### src/rtl/pipelined_control_unit.sv
// pipelined_control_unit: LEGv8 pipelined control. Decodes the 11-instruction
// subset in D, carries control bits through E and POST_EX_STAGES later stages,
// owns the NZVC flags register and resolves branches in E.
// Optional macro BCOND_FULL_EN: B.cond evaluates the full condition from
// instruction[3:0]; when undefined every B.cond evaluates as LT (N xor V).
module pipelined_control_unit #(
   parameter int unsigned ALUOP_W        = 3,
   parameter int unsigned POST_EX_STAGES = 2
) (
   input  logic               clk,
   input  logic               reset,
   input  logic               instr_valid,
   input  logic [31:0]        instruction,
   input  logic               stall,
   input  logic               alu_zero,
   input  logic               alu_negative,
   input  logic               alu_overflow,
   input  logic               alu_carry,
   output logic               id_Reg2Loc,
   output logic               id_illegal,
   output logic               ex_valid,
   output logic [ALUOP_W-1:0] ex_ALUOp,
   output logic               ex_ALUSrc,
   output logic               ex_BrTaken,
   output logic               ex_UncondBr,
   output logic               flush,
   output logic               mem_MemWrite,
   output logic               mem_MemRead,
   output logic               wb_RegWrite,
   output logic               wb_MemToReg,
   output logic [3:0]         flags
);

   localparam int unsigned LAST = POST_EX_STAGES - 1;

   localparam logic [2:0] ALU_PASSB = 3'b000;
   localparam logic [2:0] ALU_LSR   = 3'b001;
   localparam logic [2:0] ALU_ADD   = 3'b010;
   localparam logic [2:0] ALU_SUB   = 3'b011;
   localparam logic [2:0] ALU_AND   = 3'b100;
   localparam logic [2:0] ALU_XOR   = 3'b110;

   // opcode matches
   logic w_is_addi, w_is_adds, w_is_and, w_is_eor, w_is_lsr, w_is_subs;
   logic w_is_ldur, w_is_stur, w_is_b, w_is_bcond, w_is_cbz;
   logic w_is_rtype, w_match, w_legal;

   assign w_is_addi  = (instruction[31:22] == 10'b1001000100);
   assign w_is_adds  = (instruction[31:21] == 11'b10101011000);
   assign w_is_and   = (instruction[31:21] == 11'b10001010000);
   assign w_is_eor   = (instruction[31:21] == 11'b11001010000);
   assign w_is_lsr   = (instruction[31:21] == 11'b11010011010);
   assign w_is_subs  = (instruction[31:21] == 11'b11101011000);
   assign w_is_ldur  = (instruction[31:21] == 11'b11111000010);
   assign w_is_stur  = (instruction[31:21] == 11'b11111000000);
   assign w_is_b     = (instruction[31:26] == 6'b000101);
   assign w_is_bcond = (instruction[31:24] == 8'b01010100);
   assign w_is_cbz   = (instruction[31:24] == 8'b10110100);

   assign w_is_rtype = w_is_adds | w_is_and | w_is_eor | w_is_lsr | w_is_subs;
   assign w_match    = w_is_rtype | w_is_addi | w_is_ldur | w_is_stur |
                       w_is_b | w_is_bcond | w_is_cbz;
   assign w_legal    = instr_valid & w_match;

   // low instruction bits carry register/immediate fields not used here
   logic w_unused_instr;
   assign w_unused_instr = ^instruction[20:0];

   logic [2:0] w_dec_aluop;
   logic       w_dec_alusrc, w_dec_reg2loc, w_dec_regwrite, w_dec_memtoreg;
   logic       w_dec_memread, w_dec_memwrite, w_dec_weflags;
   logic       w_dec_uncond, w_dec_cbz, w_dec_bcond;

   // D-stage decode; invalid or unmatched instructions decode as all-zero NOP
   always_comb begin
      w_dec_aluop    = ALU_PASSB;
      w_dec_alusrc   = 1'b0;
      w_dec_reg2loc  = 1'b0;
      w_dec_regwrite = 1'b0;
      w_dec_memtoreg = 1'b0;
      w_dec_memread  = 1'b0;
      w_dec_memwrite = 1'b0;
      w_dec_weflags  = 1'b0;
      w_dec_uncond   = 1'b0;
      w_dec_cbz      = 1'b0;
      w_dec_bcond    = 1'b0;
      if (w_legal) begin
         w_dec_alusrc   = w_is_addi | w_is_ldur | w_is_stur;
         w_dec_reg2loc  = w_is_rtype | w_is_addi;
         w_dec_regwrite = w_is_rtype | w_is_addi | w_is_ldur;
         w_dec_memtoreg = w_is_ldur;
         w_dec_memread  = w_is_ldur;
         w_dec_memwrite = w_is_stur;
         w_dec_weflags  = w_is_adds | w_is_subs;
         w_dec_uncond   = w_is_b;
         w_dec_cbz      = w_is_cbz;
         w_dec_bcond    = w_is_bcond;
         if (w_is_cbz)
            w_dec_aluop = ALU_PASSB;
         else if (w_is_lsr)
            w_dec_aluop = ALU_LSR;
         else if (w_is_addi | w_is_adds | w_is_ldur | w_is_stur | w_is_b)
            w_dec_aluop = ALU_ADD;
         else if (w_is_subs | w_is_bcond)
            w_dec_aluop = ALU_SUB;
         else if (w_is_and)
            w_dec_aluop = ALU_AND;
         else if (w_is_eor)
            w_dec_aluop = ALU_XOR;
      end
   end

   assign id_Reg2Loc = w_dec_reg2loc;
   assign id_illegal = instr_valid & ~w_match;

   // E-stage control registers
   logic               r_ex_valid, r_ex_alusrc, r_ex_regwrite, r_ex_memtoreg;
   logic               r_ex_memread, r_ex_memwrite, r_ex_weflags;
   logic               r_ex_uncond, r_ex_cbz, r_ex_bcond;
   logic [ALUOP_W-1:0] r_ex_aluop;
   logic [3:0]         r_flags;
   logic               w_cond_true, w_br_taken;

`ifdef BCOND_FULL_EN
   logic [3:0] r_ex_cond;
   logic       w_n, w_z, w_v, w_c;
   assign {w_n, w_z, w_v, w_c} = r_flags;

   // full LEGv8 condition evaluation on the latched cond field
   always_comb begin
      w_cond_true = 1'b1;
      case (r_ex_cond)
         4'h0:    w_cond_true = w_z;
         4'h1:    w_cond_true = ~w_z;
         4'h2:    w_cond_true = w_c;
         4'h3:    w_cond_true = ~w_c;
         4'h4:    w_cond_true = w_n;
         4'h5:    w_cond_true = ~w_n;
         4'h6:    w_cond_true = w_v;
         4'h7:    w_cond_true = ~w_v;
         4'h8:    w_cond_true = w_c & ~w_z;
         4'h9:    w_cond_true = ~(w_c & ~w_z);
         4'hA:    w_cond_true = (w_n == w_v);
         4'hB:    w_cond_true = (w_n != w_v);
         4'hC:    w_cond_true = ~w_z & (w_n == w_v);
         4'hD:    w_cond_true = ~(~w_z & (w_n == w_v));
         default: w_cond_true = 1'b1;
      endcase
   end
`else
   assign w_cond_true = r_flags[3] ^ r_flags[1];
`endif

   assign w_br_taken = r_ex_valid & (r_ex_uncond |
                                     (r_ex_cbz & alu_zero) |
                                     (r_ex_bcond & w_cond_true));

   assign ex_valid    = r_ex_valid;
   assign ex_ALUOp    = r_ex_aluop;
   assign ex_ALUSrc   = r_ex_alusrc;
   assign ex_UncondBr = r_ex_uncond;
   assign ex_BrTaken  = w_br_taken;
   assign flush       = w_br_taken;
   assign flags       = r_flags;

   // D->E transfer: reset, flush and stall each leave a bubble in E
   always_ff @(posedge clk) begin
      if (reset || w_br_taken || stall) begin
         r_ex_valid    <= 1'b0;
         r_ex_aluop    <= '0;
         r_ex_alusrc   <= 1'b0;
         r_ex_regwrite <= 1'b0;
         r_ex_memtoreg <= 1'b0;
         r_ex_memread  <= 1'b0;
         r_ex_memwrite <= 1'b0;
         r_ex_weflags  <= 1'b0;
         r_ex_uncond   <= 1'b0;
         r_ex_cbz      <= 1'b0;
         r_ex_bcond    <= 1'b0;
`ifdef BCOND_FULL_EN
         r_ex_cond     <= 4'h0;
`endif
      end else begin
         r_ex_valid    <= w_legal;
         r_ex_aluop    <= ALUOP_W'(w_dec_aluop);
         r_ex_alusrc   <= w_dec_alusrc;
         r_ex_regwrite <= w_dec_regwrite;
         r_ex_memtoreg <= w_dec_memtoreg;
         r_ex_memread  <= w_dec_memread;
         r_ex_memwrite <= w_dec_memwrite;
         r_ex_weflags  <= w_dec_weflags;
         r_ex_uncond   <= w_dec_uncond;
         r_ex_cbz      <= w_dec_cbz;
         r_ex_bcond    <= w_dec_bcond;
`ifdef BCOND_FULL_EN
         r_ex_cond     <= instruction[3:0];
`endif
      end
   end

   // NZVC register, written by a live flag-setting instruction in E
   always_ff @(posedge clk) begin
      if (reset)
         r_flags <= 4'b0000;
      else if (r_ex_valid && r_ex_weflags)
         r_flags <= {alu_negative, alu_zero, alu_overflow, alu_carry};
   end

   // post-E stages: index 0 is M, index LAST is W; they always advance
   logic [POST_EX_STAGES-1:0] r_st_valid, r_st_regwrite, r_st_memtoreg;
   logic                      r_mem_memwrite, r_mem_memread;

   // shift control bits down the post-E chain, gated by each stage's valid
   always_ff @(posedge clk) begin
      if (reset) begin
         r_st_valid     <= '0;
         r_st_regwrite  <= '0;
         r_st_memtoreg  <= '0;
         r_mem_memwrite <= 1'b0;
         r_mem_memread  <= 1'b0;
      end else begin
         r_st_valid     <= POST_EX_STAGES'({r_st_valid, r_ex_valid});
         r_st_regwrite  <= POST_EX_STAGES'({r_st_regwrite & r_st_valid,
                                            r_ex_regwrite & r_ex_valid});
         r_st_memtoreg  <= POST_EX_STAGES'({r_st_memtoreg & r_st_valid,
                                            r_ex_memtoreg & r_ex_valid});
         r_mem_memwrite <= r_ex_memwrite & r_ex_valid;
         r_mem_memread  <= r_ex_memread & r_ex_valid;
      end
   end

   assign mem_MemWrite = r_mem_memwrite;
   assign mem_MemRead  = r_mem_memread;
   assign wb_RegWrite  = r_st_regwrite[LAST];
   assign wb_MemToReg  = r_st_memtoreg[LAST];

endmodule

### config.mk
export PLATFORM = sky130hd
export DESIGN_NAME = pipelined_control_unit
export DESIGN_NICKNAME = d
export VERILOG_FILES = /design/src/rtl/pipelined_control_unit.sv
export SDC_FILE = /design/constraint.sdc
export NUM_CORES = 1
export LEC_CHECK = 0
export BUFFER_PORTS_ARGS = -buffer_cell sky130_fd_sc_hd__buf_2
export CORE_MARGIN = 2
export CORE_UTILIZATION = 41
export CTS_CLUSTER_DIAMETER = 200
export DETAILED_ROUTE_END_ITERATION = 7
export GPL_TIMING_DRIVEN = 1
export PLACE_DENSITY = 0.74
export SYNTH_ARGS = -nofsm -noshare
export SYNTH_HDL_FRONTEND = slang
export SYNTH_SLANG_ARGS = --single-unit
### constraint.sdc
create_clock -name clk -period 2.16 [get_ports clk]
set_clock_uncertainty 0.05 [all_clocks]
set_input_delay 0.324 -clock clk [delete_from_list [all_inputs] [get_ports clk]]
set_output_delay 0.324 -clock clk [all_outputs]
set_load 0.05 [all_outputs]
### Yosys cells after proc, flatten, opt, wreduce, memory -nomap -nowiden

Cells that the tools add are included.

* register bits: 23
* bits of input ports: 40
* output and inout port bits: 18
* logic and storage cells: 75

* equal/unequal tests: 11
* muxes and demuxes: 6
* bitwise gates (word level): 33
* reductions and logical operators: 7

Operators with widths (number)
* $eq 11x11->1 const B: 7
* $or 1x1->1: 20
* $and 1x1->1: 10
* $eq 10x10->1 const B: 1
* $eq 8x7->1 const B: 1
* $eq 8x8->1 const B: 1
* $eq 6x3->1 const B: 1
* $mux 3: 2
* $reduce_or 6->1: 1
* $mux 2: 2
* $reduce_or 4->1: 1
* $reduce_or 3->1: 1
* $logic_or 1x1->1: 2
* $mux 1: 2
* $not 1->1: 2
* $reduce_or 2->1: 1
* $logic_and 1x1->1: 1
* $xor 1x1->1: 1

### Depth between registers and ports, before layout

* depth after elaboration: 14
* mapped depth: 5

### Worst setup path before layout

OpenSTA, ideal clock, no wires.

* path kind: input to output
* from: input instruction[25]
* to: output id_Reg2Loc
* data arrival time: 2.084 ns
* required time: 1.786 ns
* slack: -0.298 ns
* stages on the path: 5
* buffers on the path: 1
* cell sequence: clkbuf_1 or3b_1 or2_1 a21o_1 a21boi_1

* word-level cells in the longest chain between the ends: 13

RTL lines
* start: declaration: RTL line 13 `input logic [31:0] instruction,`
* $eq 11x11->1, on equally long branches: RTL line 49, 50
* $or 1x1->1 (4 in series): RTL line 60 `assign w_is_rtype = w_is_adds | w_is_and | w_is_eor | w_is_lsr | w_is_subs;`
* $or 1x1->1: RTL line 61, 89
* $or 1x1->1 (3 in series): RTL line 61 `assign w_match = w_is_rtype | w_is_addi | w_is_ldur | w_is_stur |`
* $or 1x1->1 (2 in series): RTL line 62 `w_is_b | w_is_bcond | w_is_cbz;`
* $and 1x1->1: RTL line 63 `assign w_legal = instr_valid & w_match;`
* $mux 1 (*): RTL line 87 `if (w_legal) begin`
* end: declaration: RTL line 19 `output logic id_Reg2Loc,`

Every way passes the cells marked *; elsewhere a longest branch is shown, timed or not.

### Worst setup path after layout

* from: input instruction[23]
* to: output id_illegal

* word-level cells in the longest chain between the ends: 13

RTL lines
* $eq 11x11->1, on equally long branches: RTL line 49, 50
* $or 1x1->1 (4 in series): RTL line 60
* $or 1x1->1 (2 in series): RTL line 61
* $or 1x1->1 (*) (2 in series): RTL line 61
* $or 1x1->1 (*) (2 in series): RTL line 62
* $not 1->1 (*): RTL line 114 `assign id_illegal = instr_valid & ~w_match;`
* $and 1x1->1 (*): RTL line 114
* end: declaration: RTL line 20 `output logic id_illegal,`

Marks and branches as above.

==> results_dict.tcl <==
set metrics [dict create \
    status "finished, final reports clean" \
    setup_viol 0 \
    die_area_um2 2701 \
    worstSetupStartpointType "input pin" \
    cp.required_ns 1.79 \
    drt-wirelength-per-cell_um 12.07 \
    std_cell_rows 17 \
    drt_pass1_iterations 4 \
    portBuffers 36 \
    synth.area.top_cells "dfxtp_1 47%, nor2_1 3.6%, a21oi_1 3.2%, nand3_1 3.2%, and2_1 2.7%" \
    synthArstFlopShare 0 \
    arrival_ns 1.76 \
    cts_buffers 3 \
    clk_pin_slew_ns 0.11 \
    yosys_warnings 0 \
    syn_nets 138 \
    route.detailed.drc 0 \
    tightest_slew_ns 0.5582 \
    ant_nets 0 \
    whs_endpoint "flags[0]" \
    drv_cap 0 \
    synth.avg_cell_area_um2 9.627 \
    vias 892 \
    power.density_nw_per_um2 539.1 \
    antenna_found_initial 0 \
    ff2ff_path_depth 4 \
    drv_slew 0 \
    r2r_slack_ns 0.44 \
    area_growth_pct 36.07 \
    clkPwrFrac 0.308 \
    cts.sinks 22 \
    r2r_end "r_ex_memwrite" \
    grt_max_degree 13 \
    postLayoutCellArea_um2 1284 \
    synth_top_area_share 0.4668 \
    rsz0062_at_grt "true" \
    timing.fmax_mhz 468.3 \
    cts_buffer_depth 2 \
    netlist_area_um2 943.4 \
    finalHoldViolations 0 \
    grt_pass1_vias 842 \
    pwr-share-comb 0.105 \
    layout-drive-gt1-share 0.3904 \
    htreeDepth 1 \
    r2r_start "flags[1]" \
    start_util 0.4306 \
    drt-total-wl_um 2100 \
    fin_nets 187 \
    drt_iter0_markers 7 \
    ys_seq_elements 22 \
    grt_pass1_wl_um 3484 \
    cts_hold_buf 0 \
    hold_path_class "input pin to flip-flop" \
    grt_overflow_total 0 \
    placed_area_um2 1229 \
    clkLatencyLatePin_ns 0.29 \
    cts_setup_buffers 0 \
    synth_edf_count 0 \
    cp-end-kind "output port" \
    ctsRootBufferMaster "clkbuf_4" \
    cts_tree "yes" \
    crit_fanout 3 \
    hpwl_um 1711 \
    power_switching_mw 0.1485 \
    pin_count 58 \
    ir_drop_uv 233.2 \
    min_period_ns 2.136 \
    die_w_um 51.97 \
    place.gp.congestion 0.8679 \
    finalCritPeriodShare 0.9887 \
    pre_cts_ws_ns -0.06834 \
    ys_seq_area_frac 0.4668 \
    relSlewSlack 0.6226 \
    power_leakage_nw 0.5938 \
    internal_power_mw 0.5435 \
    min_path_cells 2 \
    core_um2 2191 \
    switching_share 0.2147 \
    worst_slack_ns 0.02442 \
    hp-start "reset" \
    ys_types 39 \
    diodes 0 \
    ys.flop_type "dfxtp_1" \
    worstSetupPathType "input pin to output port" \
    syn_inst 98 \
    vias_per_cell 5.126 \
    fillerInstances 211 \
    die_h_um 51.97 \
    yosys.area.top_type "dfxtp_1" \
    track_usage 0.1734 \
    sequentialPowerShare 0.587 \
]
critical path, cell delays in order:
cell,delay (ns)
buf_6,0.09
or4b_4,0.56
nor4b_4,0.31
a211oi_2,0.08
and4_1,0.24
buf_6,0.15
final cells by class:
cell class	count	area, µm²	area share
repair buffers	46	274.0	0.2135
inverters	1	3.754	0.002924
flip-flops and latches	22	440.4	0.3431
clock buffers	4	36.28	0.02827
multi-input cells	73	494.2	0.3850
well taps	28	35.03	0.02729
metrics by stage:
stage               utilization  hold slack (ns)  instances  total power [mW]   TNS, ns
finish                   0.5860           0.2219        174            0.6920         0
global route             0.5860           0.2183        174            0.7291  -0.01824
CTS                      0.5860           0.2095        174            0.7013         0
detailed placement       0.5608           0.3633        170            0.4851   -0.1358
global placement         0.5608           0.3583        170            0.4833  -0.09749
floorplan                     -           0.3431         98            0.4434  -0.01124
cells by family (layout without fill, tap and decap cells):
kind of cell | after synthesis | count (layout) | synth area share
AO/OA/AOI/OAI | 19 | 19 | 0.1393
buffers and inverters | 3 | 51 | 0.01591
AND/OR/NAND/NOR | 53 | 53 | 0.3687
flip-flops | 22 | 22 | 0.4668
XOR/XNOR | 1 | 1 | 0.009286
power by group through the flow:
stage,Combinational [mW],Clock (mW),Sequential [mW]
after floorplan,0.0277,0,0.416
after global placement,0.0682,0,0.415
after detailed placement,0.0700,0,0.415
after CTS,0.0730,0.222,0.406
after global routing,0.0807,0.242,0.406
final,0.0728,0.213,0.406
layout by cell type, fill, tap and decap left out, types with 2 or more instances in the layout:
| cell type | count |
|---|---|
| a21oi_1 | 6 |
| a31oi_1 | 3 |
| and2_1 | 4 |
| and3_1 | 4 |
| and3b_1 | 2 |
| and4_1 | 2 |
| buf_2 | 33 |
| buf_4 | 10 |
| buf_6 | 3 |
| clkbuf_4 | 3 |
| dfxtp_1 | 22 |
| nand2_1 | 6 |
| nand3_1 | 6 |
| nor2_1 | 8 |
| nor2b_1 | 2 |
| nor3_1 | 3 |
| nor3b_1 | 2 |
| o211a_1 | 2 |
per-layer routing:
layer  vias up  part of all wire  track usage  wire, µm
met4         0            0.0081      0.07895        17
li1        460                 -            -         -
met3         2             0.066      0.02874       139
met5         -                 0            0         0
met2        31              0.50       0.3165      1047
met1       399              0.43       0.1936       896
flip-flops by register name, indices dropped and copies added (netlist names):
signal / cells
ex_ALUOp: 3
r_ex_cbz: 1
ex_UncondBr: 1
r_st_regwrite: 2
r_st_valid: 1
mem_MemWrite: 1
r_st_memtoreg: 2
flags: 4
ex_valid: 1
r_ex_bcond: 1
r_ex_memwrite: 1
r_ex_regwrite: 1
r_ex_weflags: 1
r_ex_memread: 1
ex_ALUSrc: 1
worst max path at each step:
stage                    startpoint  cells past startpoint          to  slack [ns]
finish              instruction[23]                      6  id_illegal        0.02
global route        instruction[23]                      6  id_illegal       -0.02
CTS                 instruction[23]                      6  id_illegal        0.01
detailed placement  instruction[24]                      6  id_Reg2Loc       -0.07
global placement    instruction[24]                      6  id_illegal       -0.05
floorplan           instruction[25]                      5  id_Reg2Loc       -0.01
what timing repair did:
item | CTS | global route
pin swaps | 4 | 2
resized for setup | 5 | 0
gates cloned | 0 | 0
endpoints found under the setup margin | 2 | 2
Yosys cell counts, types with 2 or more instances:
| master | instances |
|---|---|
| o211a_1 | 2 |
| and3b_1 | 2 |
| nor2b_1 | 2 |
| nor3b_1 | 2 |
| and4_1 | 2 |
| nor2_1 | 9 |
| a31oi_1 | 3 |
| nand3_1 | 6 |
| nor3_1 | 3 |
| a21oi_1 | 6 |
| and3_1 | 4 |
| nand2_1 | 6 |
| and2_1 | 4 |
| dfxtp_1 | 22 |
Power figures use the tool's default switching activity.
